===== src/rtl/fifo_store_rd_stage.sv =====
// fifo_store_rd_stage: storage array plus a 2-entry read-side output buffer
// for the FIFO pointer manager.
// The array is written at the manager's write pointer and read combinationally
// at its read pointer. While the manager reports non-empty and the buffer has
// room, words are popped into the head/skid buffer and presented on a
// valid/ready interface.
// Optional feature macro: FIFO_PARITY_EN. When it is defined, every stored word
// carries an even-parity bit and parity_err flags a mismatch on the head word.
module fifo_store_rd_stage #(
   parameter int DEPTH = 8,
   parameter int WIDTH = 32
) (
   input  logic                     clk,
   input  logic                     rst_n,
   input  logic                     wr_en,
   input  logic [WIDTH-1:0]         wr_data,
   input  logic [$clog2(DEPTH)-1:0] wr_ptr,
   input  logic [$clog2(DEPTH)-1:0] rd_ptr,
   input  logic                     full,
   input  logic                     empty,
   output logic                     rd_en,
   output logic                     out_valid,
   output logic [WIDTH-1:0]         out_data,
   input  logic                     out_ready,
   output logic [1:0]               out_occ,
   output logic                     parity_err
);

`ifdef FIFO_PARITY_EN
   localparam int SW = WIDTH + 1;
`else
   localparam int SW = WIDTH;
`endif

   // even parity of a data word
   function automatic logic calc_parity(input logic [WIDTH-1:0] d);
      return ^d;
   endfunction

   logic [SW-1:0] mem [DEPTH];
   logic [SW-1:0] wr_word;
   logic [SW-1:0] rd_word;
   logic [SW-1:0] head_r;
   logic [SW-1:0] skid_r;
   logic [SW-1:0] head_next;
   logic [SW-1:0] skid_next;
   logic [1:0]    occ_r;
   logic [1:0]    occ_next;
   logic          valid_r;
   logic          push;
   logic          pop;

`ifdef FIFO_PARITY_EN
   assign wr_word = {calc_parity(wr_data), wr_data};
`else
   assign wr_word = wr_data;
`endif

   // storage array write; a write while full is dropped, array is never reset
   always_ff @(posedge clk) begin
      if (wr_en && !full) begin
         mem[wr_ptr] <= wr_word;
      end
   end

   // array read is combinational at the manager's read pointer
   assign rd_word = mem[rd_ptr];

   // pop request uses only registered occupancy and empty, never out_ready
   assign rd_en = !empty && (occ_r < 2'd2);
   assign push  = rd_en;
   assign pop   = valid_r && out_ready;

   // next-state of the head/skid buffer, keeping FIFO order
   always_comb begin
      head_next = head_r;
      skid_next = skid_r;
      occ_next  = occ_r;
      case (occ_r)
         2'd0: begin
            if (push) begin
               head_next = rd_word;
               occ_next  = 2'd1;
            end else begin
               occ_next  = 2'd0;
            end
         end
         2'd1: begin
            case ({push, pop})
               2'b10: begin
                  skid_next = rd_word;
                  occ_next  = 2'd2;
               end
               2'b11: begin
                  head_next = rd_word;
                  occ_next  = 2'd1;
               end
               2'b01: begin
                  occ_next  = 2'd0;
               end
               default: begin
                  occ_next  = 2'd1;
               end
            endcase
         end
         2'd2: begin
            if (pop) begin
               head_next = skid_r;
               occ_next  = 2'd1;
            end else begin
               occ_next  = 2'd2;
            end
         end
         default: begin
            occ_next = 2'd0;
         end
      endcase
   end

   // buffer registers and registered valid; cleared by asynchronous reset
   always_ff @(posedge clk or negedge rst_n) begin
      if (!rst_n) begin
         head_r  <= '0;
         skid_r  <= '0;
         occ_r   <= 2'd0;
         valid_r <= 1'b0;
      end else begin
         head_r  <= head_next;
         skid_r  <= skid_next;
         occ_r   <= occ_next;
         valid_r <= (occ_next != 2'd0);
      end
   end

   assign out_valid = valid_r;
   assign out_data  = head_r[WIDTH-1:0];
   assign out_occ   = occ_r;

`ifdef FIFO_PARITY_EN
   assign parity_err = valid_r && (calc_parity(head_r[WIDTH-1:0]) != head_r[WIDTH]);
`else
   assign parity_err = 1'b0;
`endif

endmodule


===== config.mk =====
export PLATFORM = sky130hd
export DESIGN_NAME = fifo_store_rd_stage
export DESIGN_NICKNAME = d
export VERILOG_FILES = /design/src/rtl/fifo_store_rd_stage.sv
export SDC_FILE = /design/constraint.sdc
export NUM_CORES = 1
export LEC_CHECK = 0
export BUFFER_PORTS_ARGS = -buffer_cell sky130_fd_sc_hd__buf_2
export CAP_MARGIN = 10
export CELL_PAD_IN_SITES_DETAIL_PLACEMENT = 0
export CELL_PAD_IN_SITES_GLOBAL_PLACEMENT = 1
export CORE_MARGIN = 1
export CORE_UTILIZATION = 47
export CTS_BUF_LIST = sky130_fd_sc_hd__clkbuf_16
export DETAILED_ROUTE_END_ITERATION = 8
export PLACE_DENSITY_LB_ADDON = 0.1
export SLEW_MARGIN = 20
export SYNTH_ARGS = -nofsm -noshare
export SYNTH_HDL_FRONTEND = slang
export SYNTH_SLANG_ARGS = --single-unit

===== constraint.sdc =====
create_clock -name clk -period 2 [get_ports clk]
set_input_delay 0.5 -clock clk [delete_from_list [all_inputs] [get_ports clk]]
set_output_delay 0.5 -clock clk [all_outputs]
set_load 0.05 [all_outputs]

==> flow_results.org <==
** Status
- The run finished with clean final reports.

** Final layout
- Commonest non-fill, non-tap cells in the layout :: edfxtp_1 (256), buf_2 (78), dfrtp_1 (66), mux4_2 (64), mux2i_1 (64)
- The number of antenna diodes in the final layout is 0.
- Fillers :: between 1500 and 2000
- Most common cell after layout, fill and taps aside :: edfxtp_1
- Summing all multi-input logic gate instances after layout gives about 0.003 mm2.
- The post-route netlist has a little under a third of its cells at a drive strength greater than 1.
- Relative to the synthesized area, the layout overhead comes to 19.13%.
- Summing all flip-flop and latch instances after layout gives ~0.0094 mm2.
- For this run, the post-layout net count is about 800.

** GRT
- Overflow after GRT :: 0
- Global routing used roughly 21% of the available tracks.
- The first global-routing pass estimated roughly 43000 um of wire.
- The number of antenna violations at the first check in global routing was 2.
- Maximum number of pins on one net before global-route repair :: 52
- Number of global-route vias before repair :: approximately 6900

** Placed design
- Port Buf Inserts :: 79
- Detailed placement finished with a half-perimeter wire length of 16220 um.
- Final estimated routing congestion in global placement :: about 0.74

** Clock tree
- CTS placed an instance of clkbuf_16 at the clock tree root.
- The clock passes through at most 3 buffers.
- The number of clock buffers added by TritonCTS is 36.
- Clock transition at path regs :: 0.06 ns
- Post-CTS Setup Inserts :: 0
- Clock tree synthesis found a total of approximately 320 sinks.
- After clock tree synthesis, the flow added hold-fix buffers numbering 1.
- For the worst-skew pair, the clock arrives at the later sink with an insertion delay of between 0.5 and 0.6 ns.
- Gates resized during post-CTS repair numbered 0.
- The H-tree generated during clock tree synthesis spans 2 levels.
- TritonCTS clock tree :: yes

** Setup path
- Reg2reg path depth :: 5
- Data on the critical path is required at its endpoint by around 1.5 ns.
- Slowest CP cell :: dfrtp_2
- In this run the register-to-register setup slack is 0.23 ns.
- Category of the worst setup path capture point :: output pin
- Of all nets on the critical path, the largest fanout is 12.
- Walking the worst path, the cells encountered are nor2_4, buf_2.
- Startpoint class of the critical path :: flip-flop
- Category of the most critical setup path :: reg2out
- Together, buffers and inverters on the worst path number 1.
- For this run, the slowest stage of the critical path takes roughly 0.50 ns.
- Data arrival time of the critical path :: around 1.4 ns
- On the critical path the largest part of the delay comes from flip-flops.
- The startpoint identified for the worst register-to-register timing path is out_occ[1]$_DFF_PN0_.
- End of the worst register-to-register path :: out_data[12]$_DFFE_PN0P_

** Synth
- Counting every instance in the synthesized netlist gives between 600 and 700.
- Largest area contributor in the synthesized netlist :: edfxtp_1
- Yosys attributes the largest share of cell area to edfxtp_1 (60%), dfrtp_1 (13%), mux4_2 (11%).
- Area of the mapped netlist :: between 0.01 and 0.015 mm2
- Warnings, synthesis :: 0
- Syn Nets :: roughly 710
- Dividing the synthesized area by the synthesized cell count gives 19.30 um2.
- Yosys mapped the design onto 31 distinct sky130hd cell types.
- Area share of the largest cell type after synthesis :: 60.27%
- After synthesis, flip-flops and latches occupy ~73% of the total area.
- The synthesized design contains ~320 register bits.

** Route
- Routed vias :: between 6000 and 7000
- After detailed routing, the number of remaining DRC violations is 0.
- After detailed routing, the total wire length is roughly 28000 um.
- Drt via density :: between 5 and 6
- In this run, the number of DRC markers left after iteration 0 of detailed routing was around 500.
- The first TritonRoute pass finished after 5 iterations.
- After detailed routing, the average wire length per cell comes to about 24 um.
- Antenna-violating nets left :: 0

** Power
- Power spread over the standard cell area amounts to ~1200 mW/mm2.
- Worst IR drop on VDD :: roughly 0.00065 V
- In this run the static leakage power is approximately 5.4 nW.

** Floorplanning
- Number of top-level design ports :: 81
- For this configuration, the core starts out at a cell density of approximately 48%.
- Row generation in the floorplan step produced about 60 rows.
- Chip Height :: 166.7 um
- The die covers 0.02780 mm2.
- The floorplan step defined a core boundary enclosing 0.02635 mm2.
- In this run the horizontal extent of the chip is between 150 and 200 um.

** Job
- Max-cap viol count :: 0

** Worst hold path
- Along the worst hold path, the cell count comes to 1.
- In this run the most critical hold path is launched from wr_data[12].
- Tightest Hold Check Type :: in2reg
- Hold Path End :: mem[6][12]$_DFFE_PP_

** STA
- Setup repair after global routing missed its margin :: no
- Setup violations remaining at the end of the flow were counted as 0.
- Between clock sinks in the finished design, the worst skew comes to roughly 0.018 ns.
- Final Hold Fails :: 0
- Time the worst path needs with I/O delays and setup :: 1.899 ns
- Setup TNS :: 0 ns
- Achievable Freq :: approximately 530 MHz
- Pins over their slew limit :: 0
- Hold is met by ~0.26 ns.
- Final Cycle Share :: ~95%
## worst max path at each step
stage | start | end | slack, ns | cells past startpoint
3_3_place_gp | rd_ptr[0] | out_data[6]$_DFFE_PN0P_ | -0.14 | 6
5_1_grt | out_occ[1]$_DFF_PN0_ | rd_en | 0.06 | 2
4_1_cts | out_occ[1]$_DFF_PN0_ | rd_en | 0.07 | 2
2_1_floorplan | out_occ[1]$_DFF_PN0_ | out_data[15]$_DFFE_PN0P_ | -0.20 | 9
6_report | out_occ[1]$_DFF_PN0_ | rd_en | 0.10 | 2
3_5_place_dp | rd_ptr[0] | out_data[6]$_DFFE_PN0P_ | -0.16 | 6
## synth_stat cells
cell,number
dfrtp_1,67
or3_1,2
mux4_2,64
ha_1,1
or2_2,1
clkbuf_1,21
and2_1,1
o2111ai_1,32
buf_6,7
buf_1,2
and3b_1,1
nor3_1,3
mux2i_1,64
buf_2,14
nand3b_1,2
o21ai_1,1
nand4_1,32
and4b_1,1
nand2_1,1
clkbuf_4,2
inv_1,33
clkbuf_2,2
conb_1,1
nand4b_1,1
or3b_2,1
edfxtp_1,256
o211ai_1,33
nand2b_1,4
nor3_2,1
nor2_1,8
buf_4,2
## power by group
group          internal, mW  switching [mW]  total [mW]
sequential             8.04           0.469        8.51
combinational          1.30            2.80        4.10
clock                  3.62            2.49        6.11
total                  13.0            5.76        18.7
## cells by family after synthesis
logic type | after synthesis | synth area share (%)
and+or+nand+nor | 59 | 2.825
other | 1 | 0.02940
DFF | 323 | 73.42
buffers and inverters | 83 | 3.129
adders and majority gates | 1 | 0.09808
AOI/OAI and AO/OA | 66 | 4.179
muxes | 128 | 16.32
## flip-flops by register name, indices dropped and copies added, names as in the netlist
signal / flops
mem: 256
out_data: 32
out_occ: 2
out_valid: 1
skid_r: 32
## per-stage QoR
step | instances | total power, mW | cell area [um2] | worst slack, ns | utilization (%)
after floorplan | 661 | 11.37 | 12870 | -0.2027 | -
after CTS | 1138 | 18.87 | 15190 | 0.07362 | 57.66
after detailed placement | 1071 | 12.76 | 14070 | -0.1598 | 53.39
final | 1138 | 18.72 | 15190 | 0.1012 | 57.66
after global routing | 1138 | 19.47 | 15190 | 0.05871 | 57.66
after global placement | 1071 | 12.66 | 14070 | -0.1364 | 53.39
## area by class of cell
type                       instances  area share [%]
clock inverter                    29           1.235
timing repair buffer             126           7.181
clock buffer                      37           6.094
tap                              335           2.759
multi-input combinational        255           20.28
sequential                       323           61.64
inverter                          33          0.8152
## routing by layer
layer,part of all wire [%],wire (um),up-vias,global-route usage (%)
li1,-,-,2944,-
met1,45,12460,3516,29.46
met2,48,13240,200,32.90
met3,5.6,1559,44,4.587
met4,1.7,459,4,5.314
met5,0.090,25,-,0
Power figures use the tool's default switching activity.
